File: src/rtl/real_block_avg_pkg.sv
// Shared types and width helpers for the block mean/min/max reducer.
package real_block_avg_pkg;

    typedef enum logic {
        EMPTY   = 1'b0,
        FILLING = 1'b1
    } state_e;

    function automatic int unsigned acc_width(input int unsigned width, input int unsigned log2_n);
        return width + log2_n;
    endfunction

endpackage

File: src/rtl/real_block_avg.sv
// Reduces blocks of 2^log2_n accepted real samples to a registered rounded mean, minimum and maximum.
module real_block_avg
    import real_block_avg_pkg::*;
#(
    parameter int width    = 16,
    parameter int exponent = -8,
    parameter int log2_n   = 2
) (
    input  logic                     clk,
    input  logic                     rst,
    input  logic signed [width-1:0]  in,
    input  logic                     in_valid,
    input  logic                     restart,
    output logic signed [width-1:0]  mean,
    output logic signed [width-1:0]  min,
    output logic signed [width-1:0]  max,
    output logic                     out_valid,
    output logic [15:0]              blocks
);

    localparam int unsigned aw = acc_width(width, log2_n);
    localparam int unsigned cw = log2_n;

    // Output format shares the input exponent, so the exponent only needs a sanity bound here.
    if (log2_n < 1 || log2_n > 8 || exponent < -1024 || exponent > 1024) begin : g_bad_param
        $error("real_block_avg: illegal parameter combination");
    end

    localparam logic [cw-1:0]        cnt_last = {cw{1'b1}};
    localparam logic signed [aw-1:0] half_lsb = aw'(1) <<< (log2_n - 1);

    logic [cw-1:0]              cnt_q, cnt_d;
    logic signed [aw-1:0]       acc_q, acc_d;
    logic signed [width-1:0]    cur_min_q, cur_min_d;
    logic signed [width-1:0]    cur_max_q, cur_max_d;
    logic signed [width-1:0]    mean_q, mean_d;
    logic signed [width-1:0]    min_q, min_d;
    logic signed [width-1:0]    max_q, max_d;
    logic                       out_valid_q, out_valid_d;
    logic [15:0]                blocks_q, blocks_d;

    state_e                     state;
    logic signed [aw-1:0]       in_ext;
    logic signed [aw-1:0]       sum;
    logic signed [aw-1:0]       rounded;
    logic signed [width-1:0]    nxt_min;
    logic signed [width-1:0]    nxt_max;

    // Next-state logic: restart and EMPTY both seed a fresh block from the incoming sample.
    always_comb begin
        cnt_d       = cnt_q;
        acc_d       = acc_q;
        cur_min_d   = cur_min_q;
        cur_max_d   = cur_max_q;
        mean_d      = mean_q;
        min_d       = min_q;
        max_d       = max_q;
        blocks_d    = blocks_q;
        out_valid_d = 1'b0;

        state   = (cnt_q == '0) ? EMPTY : FILLING;
        in_ext  = {{cw{in[width-1]}}, in};
        sum     = acc_q + in_ext;
        rounded = sum + half_lsb;
        nxt_min = (in < cur_min_q) ? in : cur_min_q;
        nxt_max = (in > cur_max_q) ? in : cur_max_q;

        if (in_valid) begin
            if (restart || state == EMPTY) begin
                acc_d     = in_ext;
                cur_min_d = in;
                cur_max_d = in;
                cnt_d     = cw'(1);
            end else if (cnt_q == cnt_last) begin
                mean_d      = width'(rounded >>> log2_n);
                min_d       = nxt_min;
                max_d       = nxt_max;
                out_valid_d = 1'b1;
                blocks_d    = blocks_q + 16'(1);
                cnt_d       = '0;
                acc_d       = '0;
            end else begin
                acc_d     = sum;
                cur_min_d = nxt_min;
                cur_max_d = nxt_max;
                cnt_d     = cnt_q + cw'(1);
            end
        end else if (restart) begin
            cnt_d = '0;
            acc_d = '0;
        end
    end

    always_ff @(posedge clk) begin
        if (rst) begin
            cnt_q       <= '0;
            acc_q       <= '0;
            cur_min_q   <= '0;
            cur_max_q   <= '0;
            mean_q      <= '0;
            min_q       <= '0;
            max_q       <= '0;
            out_valid_q <= 1'b0;
            blocks_q    <= '0;
        end else begin
            cnt_q       <= cnt_d;
            acc_q       <= acc_d;
            cur_min_q   <= cur_min_d;
            cur_max_q   <= cur_max_d;
            mean_q      <= mean_d;
            min_q       <= min_d;
            max_q       <= max_d;
            out_valid_q <= out_valid_d;
            blocks_q    <= blocks_d;
        end
    end

    assign mean      = mean_q;
    assign min       = min_q;
    assign max       = max_q;
    assign out_valid = out_valid_q;
    assign blocks    = blocks_q;

endmodule
File: config.mk
export PLATFORM = sky130hd
export DESIGN_NAME = real_block_avg
export DESIGN_NICKNAME = d
export VERILOG_FILES = /design/src/rtl/real_block_avg_pkg.sv /design/src/rtl/real_block_avg.sv
export SDC_FILE = /design/constraint.sdc
export NUM_CORES = 1
export LEC_CHECK = 0
export ABC_AREA = 0
export BUFFER_PORTS_ARGS = -buffer_cell sky130_fd_sc_hd__buf_2
export CAP_MARGIN = 20
export CORE_MARGIN = 5
export CORE_UTILIZATION = 60
export DETAILED_ROUTE_END_ITERATION = 7
export GPL_ROUTABILITY_DRIVEN = 1
export GPL_TIMING_DRIVEN = 0
export PLACE_DENSITY = 0.82
export SKIP_CTS_REPAIR_TIMING = 1
export SYNTH_ARGS = -nofsm -noshare
export SYNTH_HDL_FRONTEND = slang
export SYNTH_SLANG_ARGS = --single-unit
File: constraint.sdc
create_clock -name clk -period 5.4 [get_ports clk]
set_input_delay 0.27 -clock clk [delete_from_list [all_inputs] [get_ports clk]]
set_output_delay 0.27 -clock clk [all_outputs]
set_load 0.01 [all_outputs]
==> metrics, run 1 <==
status=finished, final reports clean; CTS tree=done; Cells after Synth=just under 800; Initial Util=60.4%; drt initial violations=560; P_leak=3.54 nW; CP max FO=4; RePlAce Congestion=between 0.9 and 1; Worst EP arrival=approximately 3700 ps; P per Cell Area=329 nW/um^2; relative slew slack=a little under half; Sequential cell area=~2300 um^2; TNS Setup=0 ps; Layout area overhead=18.2%; synthesized cell area=6810 um^2; full die area=~14000 um^2; hold crit path type=in -> reg; Clock Tree Buf Depth=2; Slew @ Worst Pin=804 ps; RSZ-0062 raised after global routing=no; # nets final=around 960; mean post-synth cell area=approximately 8.6 um^2; peak supply drop=approximately 420 uV; WP data required=~5700 ps; slowest stage delay, CP=440 ps; Final Skew=around 6.7 ps; Critical Path Source=acc_q[0]$_SDFFE_PP0P_; Seq/Total Area, Yosys=between 30% and 40%; # clock sinks=117; final cell area excluding filler cells=slightly above 8000 um^2; initial antenna violation count=0; Slowest cell on crit path=a311o_1; worst r2r src=acc_q[0]$_SDFFE_PP0P_; placed insts=~1000; FILL cells=~900; Total Routing Usage GR=between 20% and 30%; Buf+Inv Stages, Crit Path=0; Tcrit/Tclk final=62.7%; Util after Layout=a little under three quarters; Synth cell types=slightly above 60; Via density=slightly below 6; root buf cell=clkbuf_16; largest net degree at the start of global routing=17; ys flop type=dfxtp_1; leading post-synthesis cells by cell area=dfxtp_1, mux2i_1, ha_1; Tot Pwr=between 2 and 3 mW; number of synthesized flops with an enable pin=0; Clock Latency Late Sink=420 ps; I/O Buffers=81; TritonRoute pass-1 iters=6; Synth async-reset ratio=0%; TritonCTS buffer count=17; final hold violations=0; row cnt=39; chain of cells forming the critical path=ha_1 > fa_1 > a21o_1 > a311o_1 > a221oi_2 > nand4_1 > or2_4 > a2111oi_4 > nand4_1 > mux2i_1 > a31o_1; drt total wl=18300 um; CP startpoint kind=flip-flop; vias in the first global route=approximately 6000; fmax=0.295 GHz; Synth Warn #=0; Post-route DRC=0; number of top-level pins=85; final setup vio count=0; fin crit period=around 3400 ps; antenna-violating nets left=0; die width=~120 um; fraction of layout cells with a size suffix above 1=15.2%; Final Max Slew Viols=0; WL/cell=approximately 18 um; most used cell along the critical path=nand4_1; hold path startpoint=in[0]; DPL Wire Length=roughly 13000 um; H-tree level count=4; Multi-input gate area=a little over 4000 um^2; DIE HEIGHT=about 120 um; area post-placement=7390 um^2; via count=just over 6000; fin cells=roughly 1000; core area=11300 um^2; CP Class=reg -> reg; clk slew on worst S/H paths=about 60 ps; wire length of the first global-routing pass=29700 um; Seq cells post-synth=approximately 120; CP Capture Type=flip-flop; top-count cell post-synth=dfxtp_1; top cell type by total area after synthesis=dfxtp_1; synthesized net count=~860; area fraction of the dominant cell type after synthesis=34.4%; max_cap viols=0; Post-synth top cells=dfxtp_1, nor2_1, mux2i_1; Worst path top cell family by delay=compound AO/OA/AOI/OAI gates; total gr overflow=0; Ant. Diodes=0
==> through the flow <==
step / worst slack [ps] / hold slack [ps]
detailed placement: 1930 / 454
finish: 2010 / 228
global route: 1850 / 222
CTS: 2020 / 209
floorplan: 2380 / 414
global placement: 1940 / 449
==> routing by layer <==
layer  global-route usage [%]  vias to the layer above  wire length (um)
met5                        0                        -                 0
met4                     10.9                        0               576
met3                     7.25                       46              1230
met2                     46.5                      180              8630
met1                     35.1                     2986              7910
li1                         -                     3011                 -
==> kinds of logic (layout without fill, tap and decap cells) <==
logic type	after synthesis	in the layout	share of synthesized area [%]
multiplexers	68	68	10.1
AND/OR/NAND/NOR	232	232	16.3
XOR/XNOR	44	44	5.66
adder cells (fa/ha/maj)	53	53	9.85
buffers and inverters	90	203	5.20
flip-flops	117	117	34.4
AO/OA/AOI/OAI	185	185	18.5
==> final timing paths <==
path	end	cells after the start	slack [ps]
worst max-delay path	mean[15]$_SDFFE_PP0P_	11	2010
worst min-delay path	cur_max_q[0]$_SDFFE_PP0P_	3	230
worst max register to register	mean[15]$_SDFFE_PP0P_	11	2010
worst min register to register	acc_q[16]$_SDFFE_PP0P_	2	460
==> cells in the final DEF (no fill, tap or decap), drive strengths merged, types with 5 or more instances in the layout <==
cell	count
a211oi	36
a21o	16
nor2b	6
nand4	14
inv	45
ha	52
nor3	9
mux2i	67
clkbuf	55
nor2	115
nand3	15
buf	92
xor2	22
xnor2	22
o21ai	32
nor3b	15
a22o	12
bufinv	5
dfxtp	117
nand2	31
and3	9
a21oi	56
==> state kept, by name, summed over array words and instances (netlist names) <==
register / cells
blocks: 16
max: 16
cnt_q: 2
min: 16
cur_max_q: 16
acc_q: 18
out_valid: 1
cur_min_q: 16
mean: 16
==> cell type report <==
| cell class | count | area share, % |
|---|---|---|
| Inverter | 44 | 2.05 |
| Sequential cell | 117 | 29.1 |
| Tap cell | 143 | 2.22 |
| Clock inverter | 12 | 2.49 |
| Clock buffer | 20 | 5.67 |
| Multi-Input combinational cell | 582 | 51.1 |
| Buffer | 46 | 2.35 |
| Timing Repair Buffer | 81 | 5.04 |
==> report_power, final <==
group          leakage, nW  internal [mW]  total (mW)  switching, mW
Clock                0.313          0.843        1.25          0.412
Sequential           0.952          0.893       0.914         0.0208
Combinational         2.27          0.193       0.479          0.286
==> worst register-to-register path, cell delays in order, from the launching register on <==
cell,delay [ps]
dfxtp_1,310
ha_1,230
fa_1,410
a21o_1,220
a311o_1,440
a221oi_2,330
nand4_1,170
or2_4,310
a2111oi_4,330
nand4_1,190
mux2i_1,160
a31o_1,180
No activity file was read; power rests on OpenSTA's default activity.
==> run 2: changes to the inputs <==
CORE_UTILIZATION = 59   (was 60)
PLACE_DENSITY = 0.81   (was 0.82)
clock period = 3.5 ns   (was 5.4 ns; I/O delays follow)
==> metrics, run 2 (synthesis gave the netlist of run 1 again) <==
Worst path top cell family by delay=compound AO/OA/AOI/OAI gates; Final Max Slew Viols=0 (unchanged); root buf cell=clkbuf_16; commonest cells after routing, fill and taps aside=dfxtp_1, nor2_1, buf_2; most used cell along the critical path=nand4_1; hold crit path type=in -> reg; full die area=13800 um^2 (+1.5%); Initial Util=59.9% (-0.52 points); Critical Path Source=acc_q[0]$_SDFFE_PP0P_; CTS tree=done; max_cap viols=0 (unchanged); Total Routing Usage GR=26.1% (-2.0 points); core area=11400 um^2 (+0.87%); relative slew slack=51.4% (+5.0 points); DIE HEIGHT=117 um (+0.77%); final cell area excluding filler cells=8030 um^2 (-0.31%); final setup vio count=0 (unchanged); commonest non-fill, non-tap cell in the layout=dfxtp_1; row cnt=39 (unchanged); die width=117 um (+0.77%); RePlAce Congestion=0.916 (+1.1%); clk slew on worst S/H paths=50 ps (about the same); wire length of the first global-routing pass=29900 um (+0.77%); max reg flops=18 (unchanged); fin crit period=3330 ps (-58.1 ps); hold path startpoint=in[15]; drt initial violations=546 (-2.5%); Worst EP arrival=3640 ps (-60 ps); number of top-level pins=85 (unchanged); area post-placement=7390 um^2 (unchanged); status=finished, final reports clean; chain of cells forming the critical path=ha_1 > fa_1 > a21o_1 > a311o_1 > a221oi_2 > nand4_1 > or2_4 > a2111oi_4 > nand4_1 > mux2i_1 > a31o_1; I/O Buffers=81 (unchanged); RSZ-0062 raised after global routing=no; initial antenna violation count=0 (unchanged); CP max FO=3 (-1); drt total wl=18100 um (-1.6%); Clock Latency Late Sink=420 ps (about the same); worst r2r src=acc_q[0]$_SDFFE_PP0P_; Sequential cell area=2340 um^2 (unchanged); CP startpoint kind=flip-flop; CP Capture Type=flip-flop; WP data required=3810 ps (-1900 ps); Final Skew=6.66 ps (+0.00699 ps); via count=6154 (-1.1%); P_leak=3.54 nW (about the same); TritonRoute pass-1 iters=5 (-1); fmax=0.301 GHz (+1.7%); DPL Wire Length=13100 um (about the same); FILL cells=896 (+2.5%); placed insts=1013 (unchanged); total gr overflow=0 (unchanged); CP Class=reg -> reg; Util after Layout=70.6% (-0.83 points); Multi-input gate area=4120 um^2 (+0.18%); Tcrit/Tclk final=95.1% (+32 points); P per Cell Area=494 nW/um^2 (+50%); fraction of layout cells with a size suffix above 1=15.2% (-0.017 points); fin cells=1046 (+0.096%); Largest Register=acc_q; antenna-violating nets left=0 (unchanged); largest net degree at the start of global routing=17 (unchanged); # clock sinks=117 (unchanged); slowest stage delay, CP=410 ps (-30 ps); TNS Setup=0 ps (unchanged); final hold violations=0 (unchanged); vias in the first global route=5941 (-1.0%); Via density=5.88 (-1.2%); Slowest cell on crit path=fa_1; # nets final=963 (+0.10%); Buf+Inv Stages, Crit Path=0 (unchanged); Slew @ Worst Pin=729 ps (-75.5 ps); Post-route DRC=0 (unchanged); Clock Tree Buf Depth=2 (unchanged); Layout area overhead=17.9%; H-tree level count=4 (unchanged); peak supply drop=422 uV (+1.5%); Hold WS=122 ps (-106 ps); WL/cell=17.3 um (-1.7%); TritonCTS buffer count=17 (unchanged); Ant. Diodes=0 (unchanged)
[run 2: changes by cell type in the layout (fill, tap and decap cells not counted), sizes merged]
| cell | before | now |
|---|---|---|
| clkbuf | 55 | 57 |
| clkinv | 3 | 5 |
| clkinvlp | 3 | 1 |
| buf | 92 | 93 |
| bufinv | 5 | 4 |
| inv | 45 | 44 |
[run 2: final timing paths]
kind | to | slack, ps | depth (start not counted)
worst max-delay path | mean[15]$_SDFFE_PP0P_ | 170 | 11
worst min-delay path | cur_min_q[15]$_SDFFE_PP0P_ | 120 | 3
worst max register to register | mean[15]$_SDFFE_PP0P_ | 170 | 11
worst min register to register | acc_q[15]$_SDFFE_PP0P_ | 460 | 2
[run 2: worst min-delay path, cell delays in order]
cell and delay (ps):
buf_2 170, nand3_1 90, a21oi_1 50
[run 2: through the flow]
| step | worst slack [ps] | power, mW |
|---|---|---|
| 2_1_floorplan | 476 | 1.98 |
| 3_3_place_gp | 120 | 2.14 |
| 3_5_place_dp | 132 | 2.15 |
| 4_1_cts | 169 | 3.97 |
| 5_1_grt | 0.376 | 4.12 |
| 6_report | 172 | 3.96 |
[run 2: layout make-up]
cell class | count | area share [%]
Sequential cell | 117 | 29.2
Timing Repair Buffer | 82 | 5.14
Multi-Input combinational cell | 582 | 51.3
Buffer | 46 | 2.35
Clock buffer | 22 | 5.78
Tap cell | 143 | 2.23
Clock inverter | 10 | 1.90
Inverter | 44 | 2.06
[run 2: routing by layer]
layer  GRT usage (%)  part of all wire (%)
met2            43.2                    48
met3            5.29                   6.3
met4            9.57                   2.3
met5               0                     0
met1            33.7                    44
[run 2: where the power goes]
group | internal (mW) | switching (mW)
Combinational | 0.299 | 0.436
Sequential | 1.38 | 0.0331
Clock | 1.22 | 0.597
Total | 2.90 | 1.07
==> run 3: changes to the inputs <==
ABC_AREA = 1   (was 0)
CORE_UTILIZATION = 60   (was 59)
PLACE_DENSITY = 0.82   (was 0.81)
==> metrics, run 3 <==
most used cell along the critical path=nand2_1; Compound-Gate Fraction of Synth Area=17.8% (-0.76 points); Clock Tree Buf Depth=2 (unchanged); hold path startpoint=in_valid; worst r2r src=cur_min_q[15]$_SDFFE_PP0P_; slowest stage delay, CP=540 ps (+130 ps); Layout area overhead=16.7%; synthesized net count=1245 (+44%); top-count cell post-synth=nand2_1; P per Cell Area=457 nW/um^2 (-7.5%); Seq/Total Area, Yosys=31.2% (-3.2 points); WP data required=3820 ps (about the same); TNS Setup=0 ps (unchanged); area fraction of the dominant cell type after synthesis=31.2% (-3.2 points); Largest Register=acc_q; ys flop type=dfxtp_1; Synth Area in Simple Gates=30.0% (+14 points); fmax=0.354 GHz (+18%); Metal-1 WL=9710 um (+24%); Final Max Slew Viols=0 (unchanged); RePlAce Congestion=0.997 (+8.8%); Adder-Cell Fraction of Synth Area=8.92% (-0.93 points); clk slew on worst S/H paths=60 ps (about the same); chain of cells forming the critical path=inv_1 > ha_1 > nand2_1 > inv_1 > nand3_1 > a21oi_1 > nor2_1 > nand3_1 > clkbuf_1 > nand3_1 > nand2_1 > nand2_1 > nand2_1 > inv_1; relative slew slack=50.9% (-0.51 points); Worst EP arrival=3150 ps (-490 ps); number of synthesized flops with an enable pin=0 (unchanged); H-tree level count=4 (unchanged); full die area=14900 um^2 (+7.8%); final cell area excluding filler cells=8770 um^2 (+9.3%); Hold WS=138 ps (+15.6 ps); row cnt=40 (+2.6%); Cells after Synth=1172 (+49%); Post-Synth XOR/XNOR Area=0.932% (-4.7 points); Synth cell types=37 (-40%); Worst Hold Path EP=acc_q[0]$_SDFFE_PP0P_; largest family of logic cells by synthesized area=simple AND/OR/NAND/NOR gates; commonest non-fill, non-tap cell in the layout=nand2_1; antenna-violating nets left=0 (unchanged); Routed met2 length=10800 um (+25%); drt initial violations=749 (+37%); vias in the first global route=7719 (+30%); fin crit period=2830 ps (-502 ps); Slowest cell on crit path=clkbuf_1; area post-placement=8140 um^2 (+10%); Via density=5.57 (-5.3%); Seq cells post-synth=117 (unchanged); synthesized cell area=7520 um^2 (+10%); Worst R2R Path Depth=14 (+3); RSZ-0062 raised after global routing=no; CP startpoint kind=flip-flop; TritonRoute pass-1 iters=5 (unchanged); root buf cell=clkbuf_16; total gr overflow=0 (unchanged); Slew @ Worst Pin=737 ps (+7.63 ps); multiplexer share of the synthesized area=0% (-10 points); # nets final=1348 (+40%); Synth async-reset ratio=0% (unchanged); Total Routing Usage GR=32.0% (+5.9 points); Tot Pwr=4.01 mW (+1.1%); Util after Layout=72.1% (+1.5 points); hold crit path type=in -> reg; die width=122 um (+3.8%); Clock Latency Late Sink=420 ps (about the same); peak supply drop=358 uV (-15%); Ant. Diodes=0 (unchanged); Final Skew=7.37 ps (+0.709 ps); wire length of the first global-routing pass=37200 um (+24%); CP Capture Type=flip-flop; CTS tree=done; status=finished, final reports clean; core area=12200 um^2 (+7.0%); mean post-synth cell area=6.41 um^2 (-26%); Post-route DRC=0 (unchanged); DPL Wire Length=17300 um (+33%); final hold violations=0 (unchanged); I/O Buffers=83 (+2.5%); P_leak=4.51 nW (+28%); CP max FO=10 (+7); number of top-level pins=85 (unchanged); max_cap viols=0 (unchanged); final setup vio count=0 (unchanged); DIE HEIGHT=122 um (+3.8%); Max Used Layer=met4; leading post-synthesis cells by cell area=dfxtp_1, nand2_1, ha_1; Post-synth top cells=nand2_1, inv_1, dfxtp_1; Synth Warn #=0 (unchanged); largest net degree at the start of global routing=17 (unchanged); initial antenna violation count=0 (unchanged); max reg flops=18 (unchanged); top cell type by total area after synthesis=dfxtp_1; CP Class=reg -> reg; met3 wire len=1950 um (+70%); reg-to-reg slack, setup=670 ps (+500 ps); Tcrit/Tclk final=80.7% (-14 points); fraction of layout cells with a size suffix above 1=12.0% (-3.2 points); TritonCTS buffer count=17 (unchanged); reg2reg end=min[14]$_SDFFE_PP0P_; Initial Util=61.8% (+1.9 points); WL/cell=16.0 um (-7.1%); via count=8111 (+32%); commonest cells after routing, fill and taps aside=nand2_1, inv_1, dfxtp_1; # clock sinks=117 (unchanged); Worst Hold Depth=3 (unchanged); drt total wl=23300 um (+29%)
[run 3: cell count changes in the layout (fill, tap and decap cells not counted), sizes merged, moves of 15 or more]
cell | previous run | this run
o21a | 4 | 20
o21ai | 32 | 102
xnor2 | 22 | 1
nand3 | 15 | 94
inv | 44 | 178
nor2 | 115 | 93
a21oi | 56 | 95
a21o | 16 | 0
mux2i | 67 | 0
nand2 | 31 | 325
a211oi | 36 | 0
o21bai | 1 | 20
xor2 | 22 | 7
[run 3: layout make-up]
class	count	area (um^2)
Inverter	177	664
Buffer	42	176
Sequential cell	117	2340
Clock buffer	18	439
Tap cell	168	210
Timing Repair Buffer	84	425
Multi-Input combinational cell	836	4330
Clock inverter	14	178
Fill cell	1077	3390
[run 3: report_power, final]
group	switching, mW	leakage [nW]	internal, mW
Clock	0.684	0.289	1.14
Combinational	0.542	3.27	0.239
Sequential	0.0261	0.954	1.37
[run 3: metal layers]
layer	GRT usage [%]	vias to the layer above
met5	0	-
met4	15.2	0
met3	8.31	72
met2	52.2	353
met1	39.3	3706
li1	-	3980
[run 3: worst max-delay path by stage]
stage | start | to | cells after the start | slack (ps)
after global placement | in[0] | mean[15]$_SDFFE_PP0P_ | 18 | 870
after detailed placement | in[0] | mean[15]$_SDFFE_PP0P_ | 18 | 840
after floorplan | acc_q[0]$_SDFFE_PP0P_ | mean[15]$_SDFFE_PP0P_ | 17 | 1220
final | cur_min_q[15]$_SDFFE_PP0P_ | min[14]$_SDFFE_PP0P_ | 14 | 670
after CTS | cur_min_q[15]$_SDFFE_PP0P_ | min[14]$_SDFFE_PP0P_ | 14 | 840
after global routing | cur_min_q[15]$_SDFFE_PP0P_ | min[14]$_SDFFE_PP0P_ | 14 | 550
[run 3: logic make-up after synthesis]
family,Yosys count
compound gates,243
xor+xnor,8
fa+ha+maj,53
buf+inv,219
flops,117
simple gates,532
[run 3: stage by stage]
stage,instances,setup slack (ps)
3_3_place_gp,1423,869
4_1_cts,1455,843
5_1_grt,1456,555
6_report,1456,674
3_5_place_dp,1423,844
2_1_floorplan,1172,1220
[run 3: critical path, delay by kind of cell (launching register included)]
kind            cells  cell delay [ps]
simple gates        8             1120
fa+ha+maj           1              330
flops               1              370
compound gates      1              210
buf+inv             4              700
